--- config.mk ---
export PLATFORM = sky130hd
export DESIGN_NAME = sat_counter
export DESIGN_NICKNAME = d
export VERILOG_FILES = /design/src/rtl/sat_counter.sv
export SDC_FILE = /design/constraint.sdc
export NUM_CORES = 1
export LEC_CHECK = 0
export ABC_AREA = 1
export CELL_PAD_IN_SITES_DETAIL_PLACEMENT = 1
export CELL_PAD_IN_SITES_GLOBAL_PLACEMENT = 2
export CORE_MARGIN = 3
export CORE_UTILIZATION = 27
export CTS_CLUSTER_SIZE = 20
export DETAILED_ROUTE_END_ITERATION = 8
export HOLD_SLACK_MARGIN = 0.1
export PLACE_DENSITY = 0.88
export SYNTH_ARGS = -nofsm -noshare
export SYNTH_HDL_FRONTEND = slang
export SYNTH_SLANG_ARGS = --single-unit
--- constraint.sdc ---
create_clock -name i_clk -period 3.2 [get_ports i_clk]
set_input_delay 0.32 -clock i_clk [delete_from_list [all_inputs] [get_ports i_clk]]
set_output_delay 0.32 -clock i_clk [all_outputs]
set_load 0.02 [all_outputs]
--- src/rtl/sat_counter.sv ---
// Saturating up-counter with synchronous clear; holds at all-ones.
module sat_counter #(
    parameter int W = 8
) (
    input  logic         i_clk,
    input  logic         i_rst_n,
    input  logic         i_clr,
    input  logic         i_inc,
    output logic [W-1:0] o_count
);

    localparam logic [W-1:0] MAX_VAL = '1;

    logic [W-1:0] r_count;

    // Clear has priority over increment; increment stops at the maximum value
    always_ff @(posedge i_clk or negedge i_rst_n) begin
        if (!i_rst_n) begin
            r_count <= '0;
        end else if (i_clr) begin
            r_count <= '0;
        end else if (i_inc && (r_count != MAX_VAL)) begin
            r_count <= r_count + 1'b1;
        end
    end

    assign o_count = r_count;

endmodule

## Word-level counts from Yosys, hierarchy flattened

Cells that the tools add are included.

| storage, ports and cells | value |
|---|---|
| register bits | 8 |
| input bits | 4 |
| output and inout bits | 8 |

| cells by class | value |
|---|---|
| $add $sub $neg | 1 |
| equal/unequal tests | 1 |
| mux-type cells | 2 |
| reduce and logical (&&, ||, !) cells | 2 |

Operators by type and width:

| cell | number |
|---|---|
| 8-bit 2-to-1 mux | 2 |
| 8-bit by 1-bit adder with 8-bit output (second input constant) | 1 |
| 8-bit inequality test (second input constant) | 1 |
| 2-bit nonzero test | 1 |
| 1-bit logical AND | 1 |

## Logic depth before layout (Yosys ltp)

Gate-level depths: netlist of the first run.

| logic depth | value |
|---|---|
| word-level depth | 4 |
| depth in mapped cells | 9 |

## Least setup slack after synthesis of the first run

OpenSTA, ideal clock, no wires.

| path | value |
|---|---|
| path type | register -> register |
| start point | reg r_count[0] (netlist: o_count[0]) |
| end point | reg r_count[7] (netlist: o_count[7]) |
| slack | 1837 ps |
| data required time | 3087 ps |
| setup time | 113 ps |
| data arrival time | 1250 ps |
| cell stages (with the launch flop) | 8 |
| path buffers | 0 |
| path through | dfrtp_1 ha_1 nand2_2 nor2_2 a21oi_1 nand3_1 nand2_1 inv_1 |

| between the ends | value |
|---|---|
| cells in the longest elaborated chain, start to end | 3 |

Ends and longest elaborated chain:

| element | line | source |
|---|---|---|
| start, declared | 14 | `logic [W-1:0] r_count;` |
| start signal, assigned | 23 | `r_count <= r_count + 1'b1;` |
| 8-bit by 1-bit adder with 8-bit output / 8-bit inequality test (equally long branches) | 23, 22 |  |
| 8-bit 2-to-1 mux / 1-bit logical AND (equally long branches) | 22 | `end else if (i_inc && (r_count != MAX_VAL)) begin` |
| 8-bit 2-to-1 mux / 2-bit nonzero test (equally long branches) | - |  |

Parallel ways exist; a longest one is shown, timed or not. The select of a mux whose other input is x is not followed.
A chain may end at the register's enable or synchronous reset.

## Worst setup path in the final report of the first run

| path | value |
|---|---|
| start point | reg r_count[5] (netlist: o_count[5]) |
| end point | out o_count[5] |

RTL lines:

| element | line | source |
|---|---|---|
| end, declared | 9 | `output logic [W-1:0] o_count` |

No word-level cell between the ends.

==> key figures, run 1 <==
Synthesis
  • Yosys warns: 0
  • Post-synth EDFFs: 0
  • Net Count, Synth: 79
  • Cell count after synthesis: between 70 and 80
  • Asr flop ratio synth: 1.00
  • FF+latch count, synth: 8
  • Unique masters post-synth: 15
  • Most used flip-flop cell after synthesis: dfrtp_1
  • Synthesized area: 512 um^2
  • Avg Inst Size Synth: 6.92 um^2
  • Seq/Total Area, Yosys: 0.391

Flow run
  • Max-cap viol count: 0

Finish
  • Most common cell after layout, fill and taps aside: nand2_1
  • Diode count: 0
  • Most frequent cells in the layout: nand2_1, clkdlybuf4s50_1, inv_1
  • Final nets: 95
  • Filler Cell Count: 244
  • Max FFs per register: 8
  • Synthesis-to-layout area growth: 32.0%
  • Layout cell share with drive strength beyond 1: 0.114

Drt
  • # DRC: 0
  • Initial DRC Count: 12
  • Detail Route Antenna Nets: 0
  • Average wire per standard cell: ~13 um
  • Final wirelength: about 1.5 mm
  • Via Count: 515
  • Via density: 4.56
  • Drt pass-1 iters: 4

Placed design
  • Port Buffer Count: 11
  • Detailed Place HPWL: 1.13 mm
  • RePlAce Congestion: 0.819

Critical path
  • Max stage delay on crit path: 650 ps
  • CP top delay family: buffers and inverters
  • FF-to-FF setup slack: 1720 ps
  • Worst-path fanout max: 7
  • Critical path class: reg2out
  • Crit-path cells: clkdlybuf4s50_1
  • Startpoint type of the worst setup path: flop
  • CP required: 2880 ps
  • Worst endpoint data arrival time: 1380 ps
  • Kind of capture point of the worst setup path: output pin
  • Slowest CP cell: clkdlybuf4s50_1
  • Crit path buf inv count: 1

Clocking
  • Worst-skew pair later-pin latency: 270 ps
  • Post-CTS Setup Bufs: 0
  • Post-CTS Resized: 0
  • # H-tree levels: 1
  • TritonCTS buffer count: 3
  • TritonCTS clock tree: yes
  • Root buffer cell: clkbuf_4
  • Bufs on Longest Clock Path: 2
  • Cts hold-fix bufs: 0
  • CTS Sinks: 8
  • Clock slew at the register clock pins of the worst setup and hold paths: 60 ps

GRT
  • Vias in the first global route: 514
  • Total global-route track usage: 0.142
  • Grt ovf: 0
  • Initial antenna violation count: 0
  • First-pass GRT wire length: roughly 2.5 mm
  • Pin count of the biggest net entering global routing: 9

Timing
  • RSZ-0062 raised after global routing: no
  • WHS: 342 ps
  • Period utilization: 0.531
  • Hold Fails Final Rpt: 0
  • Fin Setup TNS: 0 ps
  • Slew HR: 0.733
  • Post-layout minimum cycle time: 1700 ps
  • Worst Tran Pin Value: roughly 400 ps
  • Skew final: between 4 and 5 ps
  • Fmax: 588 MHz
  • # setup viols final: 0
  • Pins Over Slew Limit: 0

Power and ir drop
  • Worst vdd ir: 0.183 mV
  • Leak pwr: approximately 0.31 nW
  • Pwr per Cell Area: 352 nW/um^2

Die
  • Die width: 49.5 um
  • Row Count: 15
  • # IOs: 12
  • CORE AREA: around 1800 um^2
  • Full die area: 2450 um^2
  • Height of the die: slightly below 50 um
  • Starting Density: 0.290

Min path
  • Hold Crit Class: in2async

Outcome
  • Status: completed
-- synthesized netlist by cell type, types with 2 or more instances --
master	instances	area [um^2]
a21oi_1	4	20.0
dfrtp_1	8	200
inv_1	10	37.5
nand2_1	25	93.8
nand2_2	2	12.5
nand3_1	9	45.0
nor2_1	5	18.8
nor2_2	2	12.5
nor3_1	2	10.0
o21bai_1	2	15.0
-- layout make-up --
type	count	area, um^2	area share
clock buffers	3	22.5	0.0333
inverters	11	46.3	0.0685
multi-input cells	55	265	0.393
flip-flops and latches	8	200	0.296
well taps	25	31.3	0.0463
repair buffers	11	110	0.163
-- where the power goes --
part | leakage, nW | total (mW) | internal (mW) | switching (mW)
Combinational | 0.192 | 0.0405 | 0.0174 | 0.0232
Sequential | 0.108 | 0.112 | 0.106 | 0.00686
Clock | 0.0138 | 0.0848 | 0.0434 | 0.0413
Total | 0.314 | 0.238 | 0.166 | 0.0714
-- final timing paths --
| check | end | cells after the start | startpoint |
|---|---|---|---|
| min reg2reg | o_count[3] | 2 | o_count[3] |
| min | o_count[5] | 1 | i_rst_n |
| min in group i_clk | o_count[3] | 2 | o_count[3] |
| max reg2reg | o_count[7] | 7 | o_count[1] |
| max in group asynchronous | o_count[2] | 1 | i_rst_n |
| max | o_count[5] | 1 | o_count[5] |
-- cells by family after synthesis --
| logic type | count (synthesis) | share of synthesized area |
|---|---|---|
| AOI/OAI and AO/OA | 8 | 0.0953 |
| adders and majority gates | 1 | 0.0244 |
| buffers and inverters | 11 | 0.0905 |
| DFF | 8 | 0.391 |
| and+or+nand+nor | 46 | 0.399 |
-- metal layers --
layer | track usage | share of wire | vias up
met4 | 0.0553 | 0.0087 | 0
met3 | 0.0574 | 0.037 | 3
met2 | 0.211 | 0.46 | 12
met1 | 0.182 | 0.49 | 238
li1 | - | - | 262
met5 | 0 | 0 | -
-- through the flow --
step	setup slack [ps]	area, um^2	std cells	util	power [mW]
5_1_grt	1450	676	113	0.383	0.252
6_report	1500	676	113	0.383	0.238
2_1_floorplan	1840	512	74	-	0.133
3_3_place_gp	1610	653	110	0.370	0.155
4_1_cts	1490	676	113	0.383	0.242
3_5_place_dp	1620	653	110	0.370	0.155
No activity file was read; power rests on OpenSTA's default activity.
==> run 2, diff against run 1 <==
--- a/config.mk
+++ b/config.mk
@@ -9,11 +9,11 @@
 export CELL_PAD_IN_SITES_DETAIL_PLACEMENT = 1
 export CELL_PAD_IN_SITES_GLOBAL_PLACEMENT = 2
 export CORE_MARGIN = 3
-export CORE_UTILIZATION = 27
+export CORE_UTILIZATION = 22
 export CTS_CLUSTER_SIZE = 20
 export DETAILED_ROUTE_END_ITERATION = 8
 export HOLD_SLACK_MARGIN = 0.1
-export PLACE_DENSITY = 0.88
+export PLACE_DENSITY = 0.78
 export SYNTH_ARGS = -nofsm -noshare
 export SYNTH_HDL_FRONTEND = slang
 export SYNTH_SLANG_ARGS = --single-unit
==> constraint.sdc (replaced) <==
create_clock -name i_clk -period 1.5 [get_ports i_clk]
set_input_delay 0.15 -clock i_clk [delete_from_list [all_inputs] [get_ports i_clk]]
set_output_delay 0.15 -clock i_clk [all_outputs]
set_load 0.02 [all_outputs]
==> key figures, run 2 (synthesis results as in run 1) <==
Timing
  • Fmax: roughly 690 MHz
  • Slew HR: 0.730
  • Period utilization: 0.961
  • # setup viols final: 0
  • Worst Tran Pin Value: 404 ps
  • Pins Over Slew Limit: 0
  • RSZ-0062 raised after global routing: no
  • Hold Fails Final Rpt: 0
  • Fin Setup TNS: 0 ps
  • Skew final: 5.13 ps
  • Post-layout minimum cycle time: about 1400 ps

Power and ir drop
  • Leak pwr: 0.400 nW
  • Power Total: around 510 uW
  • Pwr per Cell Area: 718 nW/um^2
  • Worst vdd ir: 0.389 mV

Finish
  • Most common cell after layout, fill and taps aside: nand2_1
  • Final nets: 97
  • Layout cell share with drive strength beyond 1: 0.144
  • Synthesis-to-layout area growth: 37.7%
  • Max FFs per register: 8
  • Most frequent cells in the layout: nand2_1, inv_1, nand3_1
  • Diode count: 0

Drt
  • # DRC: 0
  • Via Count: 539
  • Drt pass-1 iters: 4
  • Initial DRC Count: 5
  • Average wire per standard cell: around 13 um
  • Final wirelength: 1.48 mm
  • Detail Route Antenna Nets: 0
  • Via density: 4.61

Flow run
  • Max-cap viol count: 0

Clocking
  • # H-tree levels: 1
  • Clock slew at the register clock pins of the worst setup and hold paths: 60 ps
  • Root buffer cell: clkbuf_4
  • TritonCTS buffer count: 3
  • Cts hold-fix bufs: 0
  • Post-CTS Setup Bufs: 0
  • CTS Sinks: 8
  • Bufs on Longest Clock Path: 2
  • Worst-skew pair later-pin latency: 260 ps
  • TritonCTS clock tree: yes

Critical path
  • Max stage delay on crit path: 630 ps
  • CP required: 1350 ps
  • FF-to-FF Start: o_count[0]
  • Critical Path Start: o_count[3]
  • CP top delay family: buffers and inverters
  • Crit path buf inv count: 1
  • Kind of capture point of the worst setup path: output pin
  • Startpoint type of the worst setup path: flop
  • Worst endpoint data arrival time: about 1300 ps
  • Worst-path fanout max: 5
  • Slowest CP cell: clkdlybuf4s50_1
  • Critical path class: reg2out
  • Crit-path cells: clkdlybuf4s50_1

Die
  • Height of the die: 54.2 um
  • Row Count: 16
  • Full die area: 2940 um^2
  • Starting Density: 0.246
  • # IOs: 12
  • Die width: 54.2 um
  • CORE AREA: 2080 um^2

Placed design
  • RePlAce Congestion: between 0.8 and 0.9
  • Port Buffer Count: 11
  • Detailed Place HPWL: roughly 1.1 mm

GRT
  • Initial antenna violation count: 0
  • First-pass GRT wire length: 2.56 mm
  • Pin count of the biggest net entering global routing: 9
  • Total global-route track usage: 0.126
  • Grt ovf: 0
  • Vias in the first global route: 547

Outcome
  • Status: completed

Min path
  • Hold Crit Class: in2async
run 2: report_power, final:
part	leakage [nW]	internal, mW	switching, mW
logic	0.278	0.0381	0.0515
registers	0.108	0.225	0.0117
clock network	0.0138	0.0925	0.0871
total	0.400	0.356	0.150
run 2: stage by stage:
stage               worst slack (ps)  area [um^2]  hold WS, ps  cells   util
finish                          59.1          704          178    117  0.338
global route                    6.62          704          198    117  0.338
CTS                             1.46          691          190    117  0.332
detailed placement              75.6          671          482    114  0.322
global placement                 157          671          482    114  0.322
floorplan                        137          512         -146     74      -
run 2: path summary, 6_finish.rpt:
path / slack [ps] / endpoint / cells past startpoint
setup / recovery: 60 / o_count[3] / 1
hold / removal: 180 / o_count[7] / 1
setup reg to reg: 130 / o_count[1] / 9
hold reg to reg: 560 / o_count[6] / 2
max in group asynchronous: 1030 / o_count[2] / 1
min in group i_clk: 560 / o_count[6] / 2
run 2: cell type report:
class | count | area, um^2
Sequential cell | 8 | 200
Clock buffer | 3 | 22.5
Fill cell | 281 | 1380
Timing Repair Buffer | 13 | 133
Tap cell | 27 | 33.8
Inverter | 11 | 46.3
Multi-Input combinational cell | 55 | 269
run 2: routing by layer:
layer	track usage	wire length, um
met2	0.183	648
met1	0.164	754
met4	0.0498	7
met5	0	0
met3	0.0545	66
run 2: repair_timing:
item | 4_1_cts | 5_1_grt
setup endpoints to repair | 2 | 8
endpoints found under the hold margin | 0 | 0
gates resized for setup | 2 | 5
==> RTL edit, RTL diff (settings of run 2) <==
`W`: 8 -> 7.
--- a/src/rtl/sat_counter.sv
+++ b/src/rtl/sat_counter.sv
@@ -1,5 +1,5 @@
 // Saturating up-counter with synchronous clear; holds at all-ones.
 module sat_counter #(
-    parameter int W = 8
+    parameter int W = 7
 ) (
     input  logic         i_clk,
Interface: changed (resized o_count); port bits go from 12 to 11. The function was not compared with the original's and may differ.
==> RTL edit against run 2 <==
Global-route usage down 1.3 points; synthesized area down 14%; worst setup slack better by 42 ps; sequential cell count down 1; final area down 13%; sequential share of layout area up 0.21 points; register-to-register slack better by 60 ps; wire length down 13%; power down 15%; highest routed layer is now met3.
==> RTL edit: results <==
set metrics [dict create \
    status "completed" \
    start_kind "flop" \
    grt_pass1_wl_mm 2.18 \
    async_flop_share_pct 100 \
    n_antenna_cell 0 \
    synth.area.top_cells "dfrtp_1, nand3_1, nand2_1" \
    regToRegEndpoint "o_count[2]" \
    post_cts_buffers 0 \
    ys_seq_area_share_pct 39.7 \
    cp_slowest_cell "clkdlybuf4s50_1" \
    placement.io_buffers 10 \
    reg2reg_slack_ps 190 \
    clock_latency_ps 250 \
    hpwl_mm 1.00 \
    p_leak_nw 0.364 \
    hold_ws_ps 168 \
    r2r-start "o_count[0]" \
    place_ws_ps 94.8 \
    worst_pin_slew_ps 345 \
    grt_pass1_vias 480 \
    routedWlPerCell_um 12.6 \
    synth_cell_type_count 12 \
    synthTopCellsByCount "nand2_1, nand3_1, inv_1" \
    via_per_inst 4.47 \
    hp-class "in -> async" \
    syn-num-nets 67 \
    setup_tns_ps 0 \
    fillers 238 \
    clk_path_buf_depth 2 \
    largest_register_ffs 7 \
    crit_arrival_ps 1250 \
    fin_skew_ps 3.65 \
    drive_gt1_share_pct 11.7 \
    finalNetCount 83 \
    crit_fanout 3 \
    grt_max_degree 13 \
    grt_util_all_layers_pct 11.4 \
    place_congestion 0.745 \
    peakVddDrop_v 0.000530 \
    reg2reg_depth 6 \
]
RTL edit: kinds of logic (layout without fill, tap and decap cells):
group | after synthesis | after routing | share of synthesized area (%)
AO/OA/AOI/OAI | 2 | 2 | 5.38
adder cells (fa/ha/maj) | 1 | 1 | 2.83
buffers and inverters | 11 | 26 | 9.63
flip-flops | 7 | 7 | 39.7
AND/OR/NAND/NOR | 41 | 41 | 42.5
RTL edit: area by class of cell:
| cell class | count | area [um^2] | share of cell area (%) |
|---|---|---|---|
| multi-input combinational | 44 | 226 | 37.0 |
| timing repair buffer | 12 | 115 | 18.8 |
| clock buffer | 4 | 26.3 | 4.29 |
| sequential | 7 | 175 | 28.6 |
| inverter | 10 | 37.5 | 6.13 |
| tap | 25 | 31.3 | 5.11 |
RTL edit: per-layer routing:
layer / up-vias / global-route usage (%) / wire (um)
li1: 229 / - / -
met1: 214 / 13.3 / 583
met2: 13 / 19.3 / 674
met3: 0 / 3.56 / 28
met4: 0 / 4.04 / 0
met5: - / 0 / 0
RTL edit: per-stage QoR:
step	area, um^2	cells
4_1_cts	604	102
3_3_place_gp	583	98
5_1_grt	612	102
2_1_floorplan	442	62
3_5_place_dp	583	98
6_report	612	102
RTL edit: worst max path at each step:
stage / start / end / slack (ps) / cells after the start
6_report: o_count[6] / o_count[6] / 100 / 1
5_1_grt: o_count[6] / o_count[6] / 40 / 1
4_1_cts: o_count[1] / o_count[1] / 2 / 2
3_5_place_dp: o_count[0] / o_count[3] / 90 / 6
3_3_place_gp: o_count[0] / o_count[1] / 150 / 6
2_1_floorplan: o_count[0] / o_count[2] / 130 / 6
RTL edit: power by group:
| group | switching (mW) | internal [mW] | leakage [nW] | total, mW |
|---|---|---|---|---|
| Sequential | 0.00359 | 0.194 | 0.0964 | 0.197 |
| Combinational | 0.0356 | 0.0253 | 0.252 | 0.0609 |
| Clock | 0.0710 | 0.102 | 0.0150 | 0.173 |
| Total | 0.110 | 0.321 | 0.364 | 0.431 |
RTL edit: repair_timing:
action | CTS | global route
resized for setup | 4 | 3
endpoints found under the setup margin | 4 | 8
cloned | 0 | 0
hold buffers | 0 | 0
